[src/rtl/rr_arb8_pkg.sv]
// Shared constants and types for 8-way arbitration and the 8:1 datapath mux.
package rr_arb8_pkg;

  localparam int NSRC = 8;
  localparam int SELW = 3;

  // Arbiter FSM encoding; also used by the mux control and other 8-way arbiters.
  typedef enum logic {
    IDLE = 1'b0,
    BUSY = 1'b1
  } state_t;

  // One-hot decode of a source index.
  function automatic logic [NSRC-1:0] onehot8(input logic [SELW-1:0] idx);
    logic [NSRC-1:0] v;
    v = '0;
    v[idx] = 1'b1;
    return v;
  endfunction

endpackage : rr_arb8_pkg

[src/rtl/rr_arb8_if.sv]
// Request/grant/beat bundle between the eight sources, the arbiter and the mux.
//
// Handshake: while a source is granted, req[sel] is its beat-valid and is
// presented downstream as valid; ready is the downstream accept. A beat
// transfers on any cycle where valid & ready, and ack pulses for the granted
// source in exactly that cycle. last[sel] marks the final beat of the packet
// and is only meaningful on a transferring beat.
interface rr_arb8_if;
  import rr_arb8_pkg::*;

  logic [NSRC-1:0] req;
  logic [NSRC-1:0] last;
  logic            ready;
  logic [SELW-1:0] sel;
  logic [NSRC-1:0] gnt;
  logic            valid;
  logic [NSRC-1:0] ack;

  // Arbiter side.
  modport master (
    input  req,
    input  last,
    input  ready,
    output sel,
    output gnt,
    output valid,
    output ack
  );

  // Sources / downstream side.
  modport slave (
    output req,
    output last,
    output ready,
    input  sel,
    input  gnt,
    input  valid,
    input  ack
  );

endinterface : rr_arb8_if

[src/rtl/rr_arb8_pick.sv]
// Rotating-priority picker: first set request scanning ptr+1, ptr+2, ...
// modulo 8, so the source at ptr has the lowest priority.
module rr_pick8
  import rr_arb8_pkg::*;
(
  input  logic [NSRC-1:0] req,
  input  logic [SELW-1:0] ptr,
  output logic [SELW-1:0] idx,
  output logic            any
);

  logic [SELW-1:0] cand;
  logic            found;

  // Scan eight positions after ptr; the eighth offset wraps back onto ptr.
  always_comb begin
    idx   = '0;
    found = 1'b0;
    cand  = '0;
    for (int i = 1; i <= NSRC; i++) begin
      cand = ptr + SELW'(i);
      if (!found && req[cand]) begin
        idx   = cand;
        found = 1'b1;
      end
    end
    any = |req;
  end

endmodule : rr_pick8

[src/rtl/rr_arb8.sv]
// Round-robin arbiter for eight packet sources feeding one 8:1 mux.
// A grant is held for a whole packet, released on the last beat, on a
// MaxBurst-beat limit, or when the source drops its request. One IDLE
// cycle always separates consecutive grants.
module rr_arb8
  import rr_arb8_pkg::*;
#(
  parameter int MaxBurst = 16  // 1..255 beats per grant
) (
  input  logic       clk,
  input  logic       reset,
  rr_arb8_if.master  bus,
  output state_t     dbg_state,
  output logic [7:0] dbg_beats
);

  state_t          state_q, state_d;
  logic [SELW-1:0] ptr_q, ptr_d;
  logic [7:0]      beats_q, beats_d;
  logic [NSRC-1:0] gnt_q, gnt_d;

  logic [SELW-1:0] pick_idx;
  logic            pick_any;
  logic            busy;
  logic            beat;
  logic            burst_done;
  logic            release_now;

  rr_pick8 u_pick (
    .req (bus.req),
    .ptr (ptr_q),
    .idx (pick_idx),
    .any (pick_any)
  );

  assign busy       = (state_q == BUSY);
  assign bus.valid  = busy & bus.req[ptr_q];
  assign beat       = bus.valid & bus.ready;
  assign bus.ack    = gnt_q & {NSRC{beat}};
  assign bus.sel    = ptr_q;
  assign bus.gnt    = gnt_q;
  assign burst_done = ((beats_q + 8'd1) == 8'(MaxBurst));

  // Any one release condition ends the grant; overlapping conditions give one release.
  assign release_now = (beat & (bus.last[ptr_q] | burst_done)) | ~bus.req[ptr_q];

  // Next-state, pointer, beat counter and next grant.
  always_comb begin
    state_d = state_q;
    ptr_d   = ptr_q;
    beats_d = beats_q;
    gnt_d   = '0;
    unique case (state_q)
      IDLE: begin
        if (pick_any) begin
          state_d = BUSY;
          ptr_d   = pick_idx;
          beats_d = 8'd0;
        end
      end
      BUSY: begin
        if (beat) begin
          beats_d = beats_q + 8'd1;
        end
        if (release_now) begin
          state_d = IDLE;
        end
      end
      default: state_d = IDLE;
    endcase
    if (state_d == BUSY) begin
      gnt_d = onehot8(ptr_d);
    end
  end

  // State registers; sel/gnt come straight from flops so the mux select is glitch-free.
  always_ff @(posedge clk or posedge reset) begin
    if (reset) begin
      state_q <= IDLE;
      ptr_q   <= SELW'(NSRC - 1);
      beats_q <= 8'd0;
      gnt_q   <= '0;
    end else begin
      state_q <= state_d;
      ptr_q   <= ptr_d;
      beats_q <= beats_d;
      gnt_q   <= gnt_d;
    end
  end

  assign dbg_state = state_q;
  assign dbg_beats = beats_q;

  // Grant is one-hot of sel while busy and zero while idle.
  a_gnt_decode: assert property (@(posedge clk) disable iff (reset)
    gnt_q == (busy ? onehot8(ptr_q) : '0));

  // The beat counter never reaches MaxBurst while a grant is held.
  a_beats_bound: assert property (@(posedge clk) disable iff (reset)
    busy |-> (32'(beats_q) < MaxBurst));

endmodule : rr_arb8

[src/flat_wrapper.sv]
// flat-port wrapper written by rule: the top's interface ports become plain ports
module rr_arb8_flat import rr_arb8_pkg::*;
#(
  parameter int MaxBurst = 16                           
)
  (clk, reset, dbg_state, dbg_beats, bus_req, bus_last, bus_ready, bus_sel, bus_gnt, bus_valid, bus_ack);
  rr_arb8_if bus_i ();
  input  logic clk;
  input  logic reset;
  output state_t dbg_state;
  output logic [7:0] dbg_beats;
  input wire logic [$bits(bus_i.req)-1:0] bus_req;
  input wire logic [$bits(bus_i.last)-1:0] bus_last;
  input wire logic [$bits(bus_i.ready)-1:0] bus_ready;
  output wire logic [$bits(bus_i.sel)-1:0] bus_sel;
  output wire logic [$bits(bus_i.gnt)-1:0] bus_gnt;
  output wire logic [$bits(bus_i.valid)-1:0] bus_valid;
  output wire logic [$bits(bus_i.ack)-1:0] bus_ack;
  assign bus_i.req = bus_req;
  assign bus_i.last = bus_last;
  assign bus_i.ready = bus_ready;
  assign bus_sel = bus_i.sel;
  assign bus_gnt = bus_i.gnt;
  assign bus_valid = bus_i.valid;
  assign bus_ack = bus_i.ack;
  rr_arb8 #(.MaxBurst(MaxBurst)) u_core (.clk(clk), .reset(reset), .bus(bus_i), .dbg_state(dbg_state), .dbg_beats(dbg_beats));
endmodule
[config.mk]
export PLATFORM = sky130hd
export DESIGN_NAME = rr_arb8_flat
export DESIGN_NICKNAME = d
export VERILOG_FILES = /design/src/rtl/rr_arb8_pkg.sv /design/src/rtl/rr_arb8_if.sv /design/src/rtl/rr_arb8_pick.sv /design/src/rtl/rr_arb8.sv /design/src/flat_wrapper.sv
export SDC_FILE = /design/constraint.sdc
export NUM_CORES = 1
export LEC_CHECK = 0
export BUFFER_PORTS_ARGS = -buffer_cell sky130_fd_sc_hd__buf_2
export CORE_MARGIN = 3
export CORE_UTILIZATION = 30
export CTS_CLUSTER_SIZE = 40
export DETAILED_ROUTE_END_ITERATION = 7
export PLACE_DENSITY = 0.61
export SYNTH_ARGS = -nofsm -noshare
export SYNTH_HDL_FRONTEND = slang
export SYNTH_SLANG_ARGS = --single-unit
[constraint.sdc]
create_clock -name clk -period 3.6 [get_ports clk]
set_input_delay 0.72 -clock clk [delete_from_list [all_inputs] [get_ports clk]]
set_output_delay 0.72 -clock clk [all_outputs]
set_load 0.01 [all_outputs]
==> impl_summary.txt, run 1 <==
----------------------------------------------------
[Synth]
  Share of the synthesized area in the top cell type ... 22.6%
  Share of flip-flops with an asynchronous set or reset after synthesis ... 100%
  Distinct cell type count of the synthesized netlist ... 53
  Cell taking the most area after synthesis ... sky130_fd_sc_hd__dfrtp_1
  Count of flip-flops with a built-in enable after synthesis ... 0
  Post-synthesis cell area ... around 1900 µm²
  Mapped Cells ... 202
  Cell with the most instances after synthesis ... sky130_fd_sc_hd__nand2_1
  Largest cells by area after synthesis ... sky130_fd_sc_hd__dfrtp_1, sky130_fd_sc_hd__mux4_2, sky130_fd_sc_hd__mux2i_1
  Register area share after synthesis ... 26.8%
  Average cell area after synthesis ... just over 9 µm²
  Post-Syn Nets ... approximately 220
  Post-synth top cells ... sky130_fd_sc_hd__nand2_1, sky130_fd_sc_hd__dfrtp_1, sky130_fd_sc_hd__nor2_1
  Synthesis warning total ... 0
  Dominant register cell in the synthesized netlist ... sky130_fd_sc_hd__dfrtp_1
  Number of register bits inferred by synthesis ... 20

[Detailed routing]
  Vias per std cell ... 5.36
  Residual antenna-violating net count after detailed routing ... 0
  Drt wl/cell ... 14.4 µm
  DR pass1 iterations ... 4
  Total vias in the final route ... 1,727
  Post-route DRC violation count ... 0
  1st-iter DRT viols ... 96
  Aggregate routed wire length ... 4650 µm

[Setup path]
  Reg-to-reg slack, setup ... 220 ps
  Data required time of the critical path ... around 3700 ps
  R2r worst-path depth ... 11
  Largest fanout of any net on the critical path ... 6
  CP endpoint kind ... register
  Reg-to-reg startpoint ... u_core.bus.sel[0]
  Critical Path Source Type ... register
  Critical path class ... register to register
  Worst r2r dst ... u_core.bus.gnt[1]
  Arrival time reported for the critical path endpoint ... 3510 ps

[Layout]
  Fraction of final layout cells sized beyond drive strength 1 ... between 30 and 40%
  Synth-to-Final Area Change ... 19.4%
  Post-route design area ... 2250 µm²
  Final antenna diode count ... 0
  Layout filler cell count ... 623
  Nets@finish ... 270
  Non-filler instance count after layout ... about 320

[Place]
  Total cell area at the placement stage ... about 2200 µm²
  Count of buffers from port buffering ... 47
  Global placer's final weighted congestion ... a little over 0.8
  Cell Count Post-Placement ... 318
  Detailed placement HPWL ... 3610 µm

[Clock tree]
  Post-CTS setup buffer count ... 0
  Clock latency at the later pin of the worst-skew pair ... ~260 ps
  Clock edge transition at the registers on the reported setup and hold paths ... approximately 80 ps
  Resized Gates After CTS ... 1
  Number of buffers added by the clock tree synthesis step ... 3
  CTS H-tree depth ... 1
  Maximum buffer depth of the clock tree ... 2
  CTS tree ... done
  Num Clock Sinks ... 20
  Root Buffer ... sky130_fd_sc_hd__clkbuf_8
  Cts-stage hold buffer count ... 0

[Timing]
  Final hold viol count ... 0
  Setup-violating endpoint count in the final report ... 0
  Transition time at the pin with the least slew margin ... ~770 ps
  Post-route clock skew ... 5.08 ps
  Sum Neg Setup Slack ... 0 ps
  Share of the clock period used by the worst path ... 93.9%
  Highest clock frequency the design can meet ... a little under 0.3 GHz
  Tightest slew margin relative to the limit ... 48.4%
  Time the final worst path needs with I/O delays and setup ... 3380 ps
  RSZ-0062 raised after global routing ... no
  Max-slew violations ... 0

[Status]
  Status ... finished, final reports clean

[Power]
  Power per standard cell area ... 939 nW/µm²
  Worst ir drop on vdd ... 0.000444 V
  Lkg Pwr ... 1.06 nW

[Floorplanning]
  Initial core utilization ... 31.5%
  Die height ... 85.3 µm
  Cell Rows ... 28
  Die W ... around 85 µm
  Ports placed on the boundary ... 48
  Die area ... 7270 µm²
  Core Box Area ... 5990 µm²

[Global routing]
  Maximum number of pins on one net before global-route repair ... 23
  Via count of the first global-routing pass ... 1,589
  GR Overflow Total ... 0
  Overall routing resource usage ... 13.0%
  Wire length of the first global-routing pass ... 7800 µm
  Number of antenna violations at the first check in global routing ... 0

[Worst hold path]
  Hold/Removal Path Class ... register to register
  End of the worst hold path ... u_core.dbg_beats[7]
  Startpoint of the lowest-slack hold path ... u_core.dbg_beats[7]
  Hold path depth ... 1

[Job]
  Max capacitance violation total ... 0

----------------------------------------------------
## placed cells by master, fill, tap and decap left out, drive strengths merged, types with 2 or more instances in the layout
cell type and n:
nand4 2, mux2i 8, nor3 9, o21ai 15, buf 51, nor4 2, nor2 17, a31oi 3
or2 2, and3 12, dfrtp 17, ha 3, o31ai 2, nand3 13, o221ai 2, or3b 2
mux2 5, nand2 19, xor2 3, mux4 14, inv 9, clkbuf 4, dfstp 3, xnor2 3
a21oi 6
## registers in the layout, indices dropped and copies added (netlist names)
register          count
u_core.dbg_beats      8
u_core.bus.gnt        8
u_core.bus.sel        3
u_core.dbg_state      1
## logic make-up after synthesis
group           share of synthesized area, %
simple gates                            24.1
compound gates                          15.2
mux                                     24.4
flops                                   26.8
buf+inv                                 4.38
xor+xnor                                3.19
fa+ha+maj                               1.99
## report_power, final
part | switching, mW | leakage, nW | internal [mW]
clock network | 0.0748 | 0.0288 | 0.0974
logic | 0.922 | 0.767 | 0.691
registers | 0.0347 | 0.263 | 0.294
total | 1.03 | 1.06 | 1.08
## metrics by stage
stage                     setup slack, ps  hold slack, ps  power, mW  util, %
final                                 221             513       2.11     37.6
after global routing                 68.2             542       2.30     37.6
after CTS                             222             510       2.12     37.6
after detailed placement              239             499       1.94     36.6
after global placement                293             501       1.92     36.6
after floorplan                      3.54             523       1.61        -
## worst max-delay path by stage
stage	startpoint	endpoint	slack [ps]	cells past startpoint
floorplan	u_core.bus.sel[1]	u_core.bus.gnt[1]	4	13
global placement	u_core.bus.sel[0]	u_core.bus.gnt[1]	290	11
detailed placement	bus_req[6]	bus_ack[2]	240	6
CTS	u_core.bus.sel[0]	u_core.bus.gnt[1]	220	11
global route	u_core.bus.sel[0]	u_core.bus.gnt[0]	70	11
finish	u_core.bus.sel[0]	u_core.bus.gnt[1]	220	11
## final cells by class
type / count / area (µm²) / share of cell area (%)
inverters: 9 / 33.8 / 1.50
multi-input cells: 163 / 1300 / 57.7
repair buffers: 51 / 265 / 11.8
clock buffers: 4 / 55.1 / 2.45
well taps: 75 / 93.8 / 4.17
flip-flops and latches: 20 / 504 / 22.4
## critical path, cell delays in order (launching register included)
cell                       delay, ps
sky130_fd_sc_hd__dfstp_2         540
sky130_fd_sc_hd__inv_1            60
sky130_fd_sc_hd__ha_1            270
sky130_fd_sc_hd__xor2_1          340
sky130_fd_sc_hd__mux4_2          610
sky130_fd_sc_hd__a31oi_4         220
sky130_fd_sc_hd__nor4b_4         280
sky130_fd_sc_hd__a41o_2          290
sky130_fd_sc_hd__nor4bb_1         70
sky130_fd_sc_hd__or3_4           420
sky130_fd_sc_hd__inv_2           100
sky130_fd_sc_hd__nor3_1           60
## metal layers
metal  vias to the layer above  GRT usage (%)  share of wire, %
met5                         -              0                 0
met4                         0           4.60               1.5
met3                         5          0.680               4.3
met2                        50           21.0                46
met1                       814           18.5                48
li1                        858              -                 -
(Power assumes the default switching activity.)
==> inputs of run 2 (changes only) <==
CORE_UTILIZATION = 48   (was 30)
PLACE_DENSITY = 0.85   (was 0.61)
==> impl_summary.txt, run 2 (synthesis results as in run 1) <==
----------------------------------------------------
[Status]
  Status ... finished, final reports clean

[Layout]
  Layout filler cell count ... 342 (-45%)
  Fraction of final layout cells sized beyond drive strength 1 ... 36.0% (+0.40 points)
  Nets@finish ... 270 (unchanged)
  Final Util ... 60.3% (+23 points)
  Most frequent cells in the layout ... sky130_fd_sc_hd__buf_2, sky130_fd_sc_hd__nand2_1, sky130_fd_sc_hd__nor2_1, sky130_fd_sc_hd__dfrtp_1, sky130_fd_sc_hd__o21ai_0
  Most common cell after layout, fill and taps aside ... sky130_fd_sc_hd__buf_2
  Post-route design area ... 2240 µm² (-0.44%)
  Synth-to-Final Area Change ... 18.9%
  Final antenna diode count ... 0 (unchanged)

[Power]
  Internal power of the cells ... 1.14 mW (+5.5%)
  Clock Power Share ... 10.1% (+2.0 points)
  Share of total power in sequential cells ... 15.6% (about the same)
  Lkg Pwr ... 1.07 nW (+1.2%)
  Worst ir drop on vdd ... 0.000625 V (+41%)
  Total Power ... 2.22 mW (+5.1%)
  Net switching power ... 1.08 mW (+4.6%)
  Net switching share of the total power ... 48.6% (-0.21 points)
  Power per standard cell area ... 991 nW/µm² (+5.5%)
  Gate power share ... 74.2% (-2.1 points)

[Place]
  Global placer's final weighted congestion ... 0.937 (+14%)
  Count of buffers from port buffering ... 47 (unchanged)
  Detailed placement HPWL ... 3970 µm (+9.9%)
  Total cell area at the placement stage ... 2160 µm² (-1.5%)

[Timing]
  Time the final worst path needs with I/O delays and setup ... 3370 ps (-11.0 ps)
  Max-slew violations ... 0 (unchanged)
  Tightest slew margin relative to the limit ... 49.3% (+0.97 points)
  Transition time at the pin with the least slew margin ... 758 ps (-14.6 ps)
  Setup-violating endpoint count in the final report ... 0 (unchanged)
  RSZ-0062 raised after global routing ... no
  Share of the clock period used by the worst path ... 93.6% (-0.30 points)
  Post-route clock skew ... 1.58 ps (-3.49 ps)
  Final hold viol count ... 0 (unchanged)
  Sum Neg Setup Slack ... 0 ps (unchanged)
  Highest clock frequency the design can meet ... 0.297 GHz (+0.33%)

[Floorplanning]
  Die W ... 68.7 µm (-19%)
  Cell Rows ... 22 (-21%)
  Initial core utilization ... 50.7% (+19 points)
  Core Box Area ... 3720 µm² (-38%)
  Die height ... 68.7 µm (-19%)
  Die area ... 4710 µm² (-35%)
  Ports placed on the boundary ... 48 (unchanged)

[Clock tree]
  Resized Gates After CTS ... 0 (-1)
  Num Clock Sinks ... 20 (unchanged)
  Maximum buffer depth of the clock tree ... 2 (unchanged)
  Clock edge transition at the registers on the reported setup and hold paths ... 70 ps (about the same)
  Post-CTS setup buffer count ... 0 (unchanged)
  CTS H-tree depth ... 1 (unchanged)
  Clock latency at the later pin of the worst-skew pair ... 260 ps (about the same)
  Number of buffers added by the clock tree synthesis step ... 3 (unchanged)
  Root Buffer ... sky130_fd_sc_hd__clkbuf_8
  CTS tree ... done
  Cts-stage hold buffer count ... 0 (unchanged)

[Detailed routing]
  Aggregate routed wire length ... 5060 µm (+8.8%)
  Vias per std cell ... 6.22 (+16%)
  1st-iter DRT viols ... 174 (+81%)
  Drt wl/cell ... 17.1 µm (+19%)
  DR pass1 iterations ... 4 (unchanged)
  Total vias in the final route ... 1,836 (+6.3%)
  Post-route DRC violation count ... 0 (unchanged)
  Residual antenna-violating net count after detailed routing ... 0 (unchanged)

[Setup path]
  Critical Path Source Type ... register
  Critical path class ... register to register
  CP endpoint kind ... register
  Largest fanout of any net on the critical path ... 22 (+16)
  Arrival time reported for the critical path endpoint ... 3540 ps (+30 ps)
  Data required time of the critical path ... 3770 ps (+40 ps)

[Global routing]
  Maximum number of pins on one net before global-route repair ... 23 (unchanged)
  Number of antenna violations at the first check in global routing ... 0 (unchanged)
  Overall routing resource usage ... 24.2% (+11 points)
  Via count of the first global-routing pass ... 1,772 (+12%)
  GR Overflow Total ... 0 (unchanged)
  Wire length of the first global-routing pass ... 8570 µm (+9.8%)

[Job]
  Max capacitance violation total ... 0 (unchanged)

[Worst hold path]
  Hold/Removal Path Class ... register to register

----------------------------------------------------
run 2: cell count changes in the layout (fill, tap and decap cells not counted):
| cell | delta |
|---|---|
| sky130_fd_sc_hd__bufinv_16 | +1 |
| sky130_fd_sc_hd__clkbuf_8 | -1 |
| sky130_fd_sc_hd__xnor2_1 | -1 |
| sky130_fd_sc_hd__xnor2_2 | +1 |
run 2: per-layer routing:
| layer | GRT usage [%] | up-vias | wire length [µm] |
|---|---|---|---|
| li1 | - | 856 | - |
| met2 | 40.3 | 89 | 2470 |
| met5 | 0 | - | 0 |
| met1 | 31.8 | 880 | 2130 |
| met4 | 8.93 | 0 | 100 |
| met3 | 3.24 | 11 | 354 |
run 2: stage by stage:
stage,hold slack (ps),setup WS (ps),std cells
2_1_floorplan,523,3.54,202
3_3_place_gp,503,363,291
3_5_place_dp,544,276,291
4_1_cts,552,57.3,295
5_1_grt,569,32.8,295
6_report,552,232,295
run 2: worst max-delay path: stages, from the launching register on:
cell,delay (ps)
sky130_fd_sc_hd__dfstp_2,530
sky130_fd_sc_hd__buf_4,300
sky130_fd_sc_hd__mux2_2,410
sky130_fd_sc_hd__mux4_2,530
sky130_fd_sc_hd__a31oi_4,200
sky130_fd_sc_hd__nor4b_4,290
sky130_fd_sc_hd__a41o_2,290
sky130_fd_sc_hd__nor4bb_1,70
sky130_fd_sc_hd__or3_4,430
sky130_fd_sc_hd__nor3_1,220
run 2: power groups by stage:
stage | clock network [mW] | registers (mW) | logic [mW]
floorplan | 0 | 0.360 | 1.25
global placement | 0 | 0.349 | 1.57
detailed placement | 0 | 0.351 | 1.61
CTS | 0.228 | 0.347 | 1.62
global route | 0.245 | 0.357 | 1.80
finish | 0.225 | 0.347 | 1.65
run 2: layout make-up:
cell class,instances,area (µm²),area share [%]
multi-input cells,163,1310,58.3
flip-flops and latches,20,504,22.5
repair buffers,51,265,11.8
well taps,48,60.1,2.68
clock buffers,3,41.3,1.84
inverters,9,33.8,1.51
clock inverters,1,30.0,1.34
run 2: final timing paths:
path                                      from                   to  slack (ps)  depth (start not counted)
setup / recovery             u_core.bus.sel[0]    u_core.bus.gnt[4]         230                          9
hold / removal             u_core.dbg_beats[6]  u_core.dbg_beats[6]         550                          1
setup reg to reg             u_core.bus.sel[0]    u_core.bus.gnt[4]         230                          9
hold reg to reg            u_core.dbg_beats[6]  u_core.dbg_beats[6]         550                          1
max in group asynchronous                reset  u_core.dbg_beats[2]        2580                          2
min in group asynchronous                reset    u_core.bus.gnt[4]         570                          2
